**src/rtl/uart_pkg.sv**
```systemverilog
// rtl/uart_pkg.sv - state encoding and frame timing constants shared by the uart_rx slice
package uart_pkg;

    typedef enum logic [2:0] {
        IDLE   = 3'd0,
        START  = 3'd1,
        DATA   = 3'd2,
        PARITY = 3'd3,
        STOP   = 3'd4
    } rx_state_t;

    localparam logic [3:0] OVERSAMPLE_LAST = 4'd15;
    localparam logic [3:0] MID_SAMPLE      = 4'd7;
    localparam int         DATA_BITS       = 8;

endpackage

```
**src/rtl/uart_rx_if.sv**
```systemverilog
// rtl/uart_rx_if.sv - serial line, tick strobe and received-byte status bundle for uart_rx
interface uart_rx_if;

    logic       rxclk_en;
    logic       rx;
    logic       rdy_clr;
    logic [7:0] data;
    logic       rdy;
    logic       frame_err;
    logic       overrun;
    logic       parity_err;

    modport master (
        output rxclk_en, rx, rdy_clr,
        input  data, rdy, frame_err, overrun, parity_err
    );

    modport slave (
        input  rxclk_en, rx, rdy_clr,
        output data, rdy, frame_err, overrun, parity_err
    );

endinterface

```
**src/rtl/uart_rx_sync2.sv**
```systemverilog
// rtl/uart_rx_sync2.sv - two-flop synchroniser for the async rx line, resets to the idle level
module sync2 (
    input  logic clk,
    input  logic rst,
    input  logic d,
    output logic q
);

    logic meta;

    always_ff @(posedge clk or posedge rst) begin
        if (rst) begin
            meta <= 1'b1;
            q    <= 1'b1;
        end else begin
            meta <= d;
            q    <= meta;
        end
    end

endmodule

```
**src/rtl/uart_rx.sv**
```systemverilog
// rtl/uart_rx.sv - 16x-oversampled 8N1 UART receiver; UART_RX_PARITY_EN adds a parity bit before stop
module uart_rx
    import uart_pkg::*;
#(
    parameter int DATA_BITS  = uart_pkg::DATA_BITS,
    parameter int OVERSAMPLE = int'(OVERSAMPLE_LAST) + 1
`ifdef UART_RX_PARITY_EN
   ,parameter bit PARITY_ODD = 1'b0
`endif
) (
    input logic     clock50,
    input logic     reset,
    uart_rx_if.slave bus
);

    localparam logic [3:0] CNT_LAST = 4'(OVERSAMPLE - 1);
    localparam logic [2:0] BIT_LAST = 3'(DATA_BITS - 1);
`ifdef UART_RX_PARITY_EN
    localparam rx_state_t AFTER_DATA = PARITY;
`else
    localparam rx_state_t AFTER_DATA = STOP;
`endif

    logic       rx_s;
    rx_state_t  state, state_n;
    logic [3:0] cnt, cnt_n;
    logic [2:0] bit_idx, bit_idx_n;
    logic [7:0] shift, shift_n;
    logic [7:0] data_q, data_n;
    logic       rdy_q, rdy_n;
    logic       frame_err_q, frame_err_n;
    logic       overrun_q, overrun_n;
`ifdef UART_RX_PARITY_EN
    logic       parity_err_q, parity_err_n;
`endif

    sync2 u_sync (
        .clk (clock50),
        .rst (reset),
        .d   (bus.rx),
        .q   (rx_s)
    );

    always_ff @(posedge clock50 or posedge reset) begin
        if (reset) begin
            state       <= IDLE;
            cnt         <= '0;
            bit_idx     <= '0;
            shift       <= '0;
            data_q      <= '0;
            rdy_q       <= 1'b0;
            frame_err_q <= 1'b0;
            overrun_q   <= 1'b0;
        end else begin
            state       <= state_n;
            cnt         <= cnt_n;
            bit_idx     <= bit_idx_n;
            shift       <= shift_n;
            data_q      <= data_n;
            rdy_q       <= rdy_n;
            frame_err_q <= frame_err_n;
            overrun_q   <= overrun_n;
        end
    end

`ifdef UART_RX_PARITY_EN
    always_ff @(posedge clock50 or posedge reset) begin
        if (reset) parity_err_q <= 1'b0;
        else       parity_err_q <= parity_err_n;
    end
`endif

    always_comb begin
        state_n     = state;
        cnt_n       = cnt;
        bit_idx_n   = bit_idx;
        shift_n     = shift;
        data_n      = data_q;
        rdy_n       = rdy_q;
        frame_err_n = frame_err_q;
        overrun_n   = overrun_q;
`ifdef UART_RX_PARITY_EN
        parity_err_n = parity_err_q;
`endif

        // The bus-side clear is not gated by the tick; a byte landing in the same clock overrides it.
        if (bus.rdy_clr) begin
            rdy_n     = 1'b0;
            overrun_n = 1'b0;
        end

        if (bus.rxclk_en) begin
            case (state)
                IDLE: begin
                    if (!rx_s) begin
                        state_n = START;
                        cnt_n   = 4'd1;
                    end
                end
                START: begin
                    if (rx_s) begin
                        state_n = IDLE;
                    end else if (cnt == MID_SAMPLE) begin
                        state_n   = DATA;
                        cnt_n     = '0;
                        bit_idx_n = '0;
                    end else begin
                        cnt_n = cnt + 4'd1;
                    end
                end
                DATA: begin
                    cnt_n = cnt + 4'd1;
                    if (cnt == CNT_LAST) begin
                        cnt_n     = '0;
                        shift_n   = {rx_s, shift[7:1]};
                        bit_idx_n = bit_idx + 3'd1;
                        if (bit_idx == BIT_LAST) state_n = AFTER_DATA;
                    end
                end
`ifdef UART_RX_PARITY_EN
                PARITY: begin
                    cnt_n = cnt + 4'd1;
                    if (cnt == CNT_LAST) begin
                        cnt_n        = '0;
                        parity_err_n = ((^shift) ^ rx_s) != PARITY_ODD;
                        state_n      = STOP;
                    end
                end
`endif
                STOP: begin
                    cnt_n = cnt + 4'd1;
                    if (cnt == CNT_LAST) begin
                        cnt_n   = '0;
                        state_n = IDLE;
                        if (rx_s) begin
                            data_n      = shift;
                            rdy_n       = 1'b1;
                            frame_err_n = 1'b0;
                            if (rdy_q && !bus.rdy_clr) overrun_n = 1'b1;
                        end else begin
                            frame_err_n = 1'b1;
                        end
                    end
                end
                default: state_n = IDLE;
            endcase
        end
    end

    assign bus.data      = data_q;
    assign bus.rdy       = rdy_q;
    assign bus.frame_err = frame_err_q;
    assign bus.overrun   = overrun_q;
`ifdef UART_RX_PARITY_EN
    assign bus.parity_err = parity_err_q;
`else
    assign bus.parity_err = 1'b0;
`endif

endmodule

```
**src/flat_wrapper.sv**
```systemverilog
// flat-port wrapper written by rule: the top's interface ports become plain ports
module uart_rx_flat import uart_pkg::*;
#(
    parameter int DATA_BITS  = uart_pkg::DATA_BITS,
    parameter int OVERSAMPLE = int'(OVERSAMPLE_LAST) + 1

)
  (clock50, reset, bus_rxclk_en, bus_rx, bus_rdy_clr, bus_data, bus_rdy, bus_frame_err, bus_overrun, bus_parity_err);
  uart_rx_if bus_i ();
  input logic clock50;
  input logic reset;
  input wire logic [$bits(bus_i.rxclk_en)-1:0] bus_rxclk_en;
  input wire logic [$bits(bus_i.rx)-1:0] bus_rx;
  input wire logic [$bits(bus_i.rdy_clr)-1:0] bus_rdy_clr;
  output wire logic [$bits(bus_i.data)-1:0] bus_data;
  output wire logic [$bits(bus_i.rdy)-1:0] bus_rdy;
  output wire logic [$bits(bus_i.frame_err)-1:0] bus_frame_err;
  output wire logic [$bits(bus_i.overrun)-1:0] bus_overrun;
  output wire logic [$bits(bus_i.parity_err)-1:0] bus_parity_err;
  assign bus_i.rxclk_en = bus_rxclk_en;
  assign bus_i.rx = bus_rx;
  assign bus_i.rdy_clr = bus_rdy_clr;
  assign bus_data = bus_i.data;
  assign bus_rdy = bus_i.rdy;
  assign bus_frame_err = bus_i.frame_err;
  assign bus_overrun = bus_i.overrun;
  assign bus_parity_err = bus_i.parity_err;
  uart_rx #(.DATA_BITS(DATA_BITS), .OVERSAMPLE(OVERSAMPLE)) u_core (.clock50(clock50), .reset(reset), .bus(bus_i));
endmodule
```
**config.mk**
```make
export PLATFORM = sky130hd
export DESIGN_NAME = uart_rx_flat
export DESIGN_NICKNAME = d
export VERILOG_FILES = /design/src/rtl/uart_pkg.sv /design/src/rtl/uart_rx_if.sv /design/src/rtl/uart_rx_sync2.sv /design/src/rtl/uart_rx.sv /design/src/flat_wrapper.sv
export SDC_FILE = /design/constraint.sdc
export NUM_CORES = 1
export LEC_CHECK = 0
export CAP_MARGIN = 0
export CORE_MARGIN = 2
export CORE_UTILIZATION = 62
export CTS_BUF_LIST = sky130_fd_sc_hd__clkbuf_4
export CTS_CLUSTER_DIAMETER = 80
export DETAILED_ROUTE_END_ITERATION = 10
export PLACE_DENSITY = 0.95
export SLEW_MARGIN = 30
export SYNTH_ARGS = -nofsm -noshare
export SYNTH_HDL_FRONTEND = slang
export SYNTH_HIERARCHICAL = 1
export SYNTH_SLANG_ARGS = --single-unit
```
**constraint.sdc**
```tcl
create_clock -name clock50 -period 2.7 [get_ports clock50]
set_input_delay 0.27 -clock clock50 [delete_from_list [all_inputs] [get_ports clock50]]
set_output_delay 0.27 -clock clock50 [all_outputs]
set_load 0.005 [all_outputs]
```
==> results of run 1 <==
## layout make-up
cell class,count,area (µm²)
clock buffer,5,37.5
clock inverter,3,15.0
fill,140,528
inverter,8,30.0
multi-input combinational,78,652
sequential,31,778
tap,28,35.0
timing repair buffer,16,158
## layer usage
layer	wire length (µm)	track usage	vias to the layer above	share of wire
li1	-	-	470	-
met1	1080	0.261	498	0.41
met2	1370	0.367	25	0.51
met3	123	0.0819	13	0.046
met4	91	0.128	0	0.034
met5	0	0	-	0
## cells by family after synthesis
| logic type | after synthesis |
|---|---|
| XOR/XNOR | 1 |
| buffers and inverters | 13 |
| AO/OA/AOI/OAI | 15 |
| adder cells (fa/ha/maj) | 3 |
| flip-flops | 31 |
| multiplexers | 23 |
| AND/OR/NAND/NOR | 35 |
| other | 1 |
## state kept, by name, summed over array words and instances (netlist names)
signal	count
u_core/bus.data	8
u_core/shift	8
u_core/cnt	4
u_core/bit_idx	3
u_core/state	3
u_core/bus.frame_err	1
u_core/bus.overrun	1
u_core/bus.rdy	1
u_core/u_sync/meta	1
u_core/u_sync/q	1
## final timing paths
kind / start / endpoint / slack [ns] / cells after the start
max reg2reg: u_core/state[1] / u_core/shift[1] / 0.62 / 3
min: reset / u_core/u_sync/q / 0.29 / 2
min reg2reg: u_core/u_sync/meta / u_core/u_sync/q / 0.36 / 0
max: u_core/state[1] / u_core/shift[1] / 0.62 / 3
min in group clock50: bus_rx / u_core/u_sync/meta / 0.34 / 1
max in group asynchronous: reset / u_core/shift[7] / 2.11 / 3
## critical path: cells and delay by family (launching register included)
kind          cells  cell delay [ns]
mux               1             0.39
simple gates      2             0.94
flops             1             0.65
## power by group
group          switching [mW]  leakage (nW)  internal, mW  total [mW]
Combinational           0.120         0.349         0.105       0.225
Sequential             0.0839         0.405         0.517       0.601
Clock                   0.152        0.0347        0.0966       0.249
Total                   0.357         0.788         0.718        1.08
## placed cells by master, fill, tap and decap left out, types with 3 or more instances in the layout
master,Yosys,layout
dfrtp_1,29,29
mux2_2,17,17
clkdlybuf4s50_1,0,15
nand2_1,8,8
inv_1,8,8
nor2_1,6,6
clkbuf_4,0,5
mux2i_1,5,5
a21oi_1,4,4
clkinv_2,0,3
o21ai_0,3,3
ha_1,3,3
==> results.md, run 1 <==
* Status: complete, no violations
* Post-Synth Adder-Cell Area at 0.0252
* Initial DRC Count at 22
* DR pass1 iterations at 4
* Slew @ Worst Pin at 0.549 ns
* Post-synth EDFFs at 0
* Antenna Cells at 0
* Tcrit/Tclk final at 0.770
* Setup TNS at 0 ns
* Die Area at 2810 µm²
* Slew HR at 0.634
* Area contributors post-synth: dfrtp_1 (49%), mux2_2 (13%), dfstp_2 (3.5%), mux2i_1 (3.4%), nor4b_4 (3.2%)
* Synth Area in XOR/XNOR at 0.00589
* Place WS at 0.609 ns
* Final setup fails at 0
* Crit-path max FO at 14
* Most frequent cell after synthesis: dfrtp_1
* Synth Area in Simple Gates at 0.168
* Clk Tree Root Cell: clkbuf_4
* Syn_area_per_cell at roughly 12 µm²
* Congestion Overflow GR at 0
* NumNets Final at 148
* Site Rows at 17
* Antenna-violating nets left at 0
* Synth async-reset ratio at 1.00
* Hold slack at 0.290 ns
* Tmin final at 2.08 ns
* #FFs+latches synth at 31
* Max IR drop VDD at ~0.00053 V
* Cts hold-fix bufs at 0
* Final GP Congestion at 0.882
* Yosys warnings at 6
* Synth area leader: dfrtp_1
* Post-synthesis mux area share at 0.170
* Port Buffer Count at 15
* Critical Path End Type: flop
* Final Power at approximately 1.1 mW
* Worst Path Class, Setup: reg -> reg
* Worst-path clk slew at about 0.09 ns
* Top cells by count, synth: dfrtp_1 (29), mux2_2 (17), inv_1 (8), nand2_1 (8), nor2_1 (6)
* Arr. time, crit path at ~2.3 ns
* Crit-path slowest cell: dfrtp_1
* Layout cells sized above 1 at 0.255
* Top_reg_cell synth: dfrtp_1
* Later-pin clock latency in the skew report at 0.32 ns
* CTS sink count at 31
* CTS tree: yes
* Max-cap viol count at 0
* Critical path launch point type: flop
* Area Overhead vs Synth at 14.6%
* DR vias at 1,006
* CTS H-tree depth at 2
* Final Util at 0.764
* P_leak at 0.788 nW
* DP HPWL at 1940 µm
* Post-Layout Inst Area at 1710 µm²
* I/O pin count at 17
* Pin count of the biggest net entering global routing at 30
* Post-CTS setup buffer count at 0
* Mapped Cells at 122
* Hold Crit Class: in -> async
* Sequential area share after synthesis at 0.523
* CP peak stage delay at roughly 0.65 ns
* Tot GR Track Use at 0.228
* Largest family of logic cells by synthesized area: multiplexers
* Pwr per Cell Area at roughly 630 nW/µm²
* Worst Skew at roughly 0.0057 ns
* Final hold viol count at 0
* Total CTS buffers at 5
* Post-Route WL at 2670 µm
* Cell Area, Placed at 1650 µm²
* Max Root-Sink Buffers at 2
* Core ar. at 2230 µm²
* Cells resized by post-CTS repair at 0
* WL per Instance at ~16 µm
* Drt via density at between 5 and 6
* Synth unique cells at 37
* Peak Freq at 0.481 GHz
* Starting Density at 0.666
* RSZ-0062 raised after global routing: false
* Synthesized area at 1490 µm²
* Vias in the first global route at 1,009
* Crit path required time at 2.92 ns
* Slew Limit Fails at 0
* Residual DRC count at 0
* First-pass GRT wire length at 4410 µm
* Die height at 53.0 µm
* Placed insts at 161
* Syn nets at 130
* Compound-Gate Fraction of Synth Area at 0.0664
* Worst-path cell chain: nor2b_1 -> nor3b_4 -> mux2_2
* Non-Filler Instances at 169
* Min setup slack post-route at a little over 0.6 ns
* Share of the synthesized area in the top cell type at 0.488
* Die width at between 50 and 60 µm
* Initial antenna violation count at 0
Note: power is estimated with default switching activity, not from simulation.
==> run 2, diff against run 1 <==
--- a/config.mk
+++ b/config.mk
@@ -7,11 +7,11 @@
 export LEC_CHECK = 0
 export CAP_MARGIN = 0
 export CORE_MARGIN = 2
-export CORE_UTILIZATION = 62
+export CORE_UTILIZATION = 52
 export CTS_BUF_LIST = sky130_fd_sc_hd__clkbuf_4
 export CTS_CLUSTER_DIAMETER = 80
 export DETAILED_ROUTE_END_ITERATION = 10
-export PLACE_DENSITY = 0.95
+export PLACE_DENSITY = 0.89
 export SLEW_MARGIN = 30
 export SYNTH_ARGS = -nofsm -noshare
 export SYNTH_HDL_FRONTEND = slang
==> constraint.sdc (replaced) <==
create_clock -name clock50 -period 1.7 [get_ports clock50]
set_input_delay 0.17 -clock clock50 [delete_from_list [all_inputs] [get_ports clock50]]
set_output_delay 0.17 -clock clock50 [all_outputs]
set_load 0.005 [all_outputs]
==> run 2 against run 1 <==
Against the previous run:
- the flow now finishes with violations (negative setup slack)
- sequential share of layout area fell by 8.7 points
- final cell count rose by 20%
- sequential power rose by 57%
- cell area rose by 24%
- critical endpoint is now u_core/state[2]
- largest power group unchanged
- highest routed layer unchanged
==> results.md, run 2 (synthesis results as in run 1) <==
* Status: finished with violations (was complete, no violations)
* Failing checks: negative setup slack
* Met2 wire len at 2060 µm (was 1370 µm)
* Crit-path slowest cell: dfrtp_2 (was dfrtp_1)
* WP buf/inv at 2 (was 0)
* Worst Skew at 0.00986 ns (was 0.00565 ns)
* Min setup slack post-route at -0.0853 ns (was 0.621 ns)
* Final hold viol count at 0 (unchanged)
* First-pass GRT wire length at 5910 µm (was 4410 µm)
* Metal3 WL at 163 µm (was 123 µm)
* Critical path launch point type: flop (unchanged)
* Residual DRC count at 0 (unchanged)
* Non-Filler Instances at 203 (was 169)
* Port Buffer Count at 15 (unchanged)
* Final Power at 2.04 mW (was 1.08 mW)
* Placed insts at 179 (was 161)
* Vias in the first global route at 1,230 (was 1,009)
* Core ar. at 2730 µm² (was 2230 µm²)
* Cts hold-fix bufs at 0 (unchanged)
* Initial DRC Count at 56 (was 22)
* Slew Limit Fails at 0 (unchanged)
* Die Area at 3300 µm² (was 2810 µm²)
* Crit-path max FO at 9 (was 14)
* Congestion Overflow GR at 0 (unchanged)
* Clk Tree Root Cell: clkbuf_4 (unchanged)
* DP HPWL at 2160 µm (was 1940 µm)
* Site Rows at 19 (was 17)
* Most frequent cells in the layout: buf_4 (25), dfrtp_1 (25), clkdlybuf4s50_1 (15), mux2_4 (10) (was dfrtp_1 (29), mux2_2 (17), clkdlybuf4s50_1 (15), nand2_1 (8), inv_1 (8))
* Post-Route WL at 3830 µm (was 2670 µm)
* Max-cap viol count at 0 (unchanged)
* CP peak stage delay at 0.49 ns (was 0.65 ns)
* Max IR drop VDD at 0.000829 V (was 0.000527 V)
* Highest routed layer: met4 (unchanged)
* Layout cells sized above 1 at 0.471 (was 0.255)
* Met1 WL at 1500 µm (was 1080 µm)
* Tcrit/Tclk final at 1.05 (was 0.770)
* Pin count of the biggest net entering global routing at 30 (unchanged)
* Place WS at -0.177 ns (was 0.609 ns)
* DR vias at 1,178 (was 1,006)
* Post-Layout Inst Area at 2120 µm² (was 1710 µm²)
* NumNets Final at 179 (was 148)
* Later-pin clock latency in the skew report at 0.34 ns (was 0.32 ns)
* Tmin final at 1.79 ns (was 2.08 ns)
* Tot GR Track Use at 0.244 (was 0.228)
* Final Util at 0.775 (was 0.764)
* Worst Path Class, Setup: reg -> reg (unchanged)
* P_leak at 0.986 nW (was 0.788 nW)
* WL per Instance at 18.8 µm (was 15.8 µm)
* Worst-path cell chain: buf_4 -> nor2_2 -> a2111oi_4 -> nor3b_2 -> buf_4 -> mux2_2 (was nor2b_1 -> nor3b_4 -> mux2_2)
* Pwr per Cell Area at 962 nW/µm² (was 630 nW/µm²)
* Crit path required time at 1.93 ns (was 2.92 ns)
* Antenna Cells at 0 (unchanged)
* Peak Freq at 0.560 GHz (was 0.481 GHz)
* Hold Crit Class: in -> async (unchanged)
* Drt via density at 5.80 (was 5.95)
* Die width at 57.5 µm (was 53.0 µm)
* Area Overhead vs Synth at 42.4% (was 14.6%)
* RSZ-0062 raised after global routing: true (was false)
* I/O pin count at 17 (unchanged)
* Antenna-violating nets left at 0 (unchanged)
* Most frequent CP cell: buf_4
* CTS H-tree depth at 2 (unchanged)
* Final GP Congestion at 0.750 (was 0.882)
* Worst-path clk slew at 0.10 ns (was 0.09 ns)
* Hold slack at 0.196 ns (was 0.290 ns)
* Final setup fails at 12 (was 0)
* Setup TNS at -0.303 ns (was 0 ns)
* DR pass1 iterations at 4 (unchanged)
* Die height at 57.5 µm (was 53.0 µm)
* Cell Area, Placed at 1780 µm² (was 1650 µm²)
* Total CTS buffers at 5 (unchanged)
* Worst path top cell family by delay: flip-flops (was simple AND/OR/NAND/NOR gates)
* Starting Density at 0.544 (was 0.666)
* Max Root-Sink Buffers at 2 (unchanged)
* Filler Cells Inserted at 162 (was 140)
* CTS sink count at 31 (unchanged)
* Arr. time, crit path at 2.01 ns (was 2.30 ns)
* Critical Path End Type: flop (unchanged)
* CTS tree: yes (unchanged)
* Initial antenna violation count at 0 (unchanged)
run 2: path summary, 6_finish.rpt:
path / start / to / slack, ns / depth (start not counted)
setup / recovery: u_core/state[1] / u_core/state[2] / -0.09 / 6
hold / removal: reset / u_core/u_sync/q / 0.20 / 2
setup reg to reg: u_core/state[1] / u_core/state[2] / -0.09 / 6
hold reg to reg: u_core/u_sync/meta / u_core/u_sync/q / 0.36 / 0
max in group asynchronous: reset / u_core/state[2] / 1.16 / 3
min in group clock50: bus_rx / u_core/u_sync/meta / 0.23 / 1
run 2: power by group:
group / internal (mW) / switching [mW]
clock: 0.175 / 0.265
sequential: 0.827 / 0.119
combinational: 0.336 / 0.314
run 2: area by class of cell:
type,instances,area [µm²],share of cell area
clock inverters,2,12.5,0.00591
repair buffers,46,430,0.203
well taps,31,38.8,0.0183
flip-flops and latches,31,783,0.370
clock buffers,6,45.0,0.0213
multi-input cells,79,778,0.367
inverters,8,30.0,0.0142
run 2: per-layer routing:
metal  vias to the layer above  global-route usage
li1                        530                   -
met1                       589               0.290
met2                        44               0.406
met3                        15              0.0703
met4                         0               0.116
met5                         -                   0
run 2: what timing repair did:
item,CTS,global route
setup endpoints to repair,23,26
cloned,2,0
resized for setup,20,13
pin swaps,7,2
setup buffers,8,6
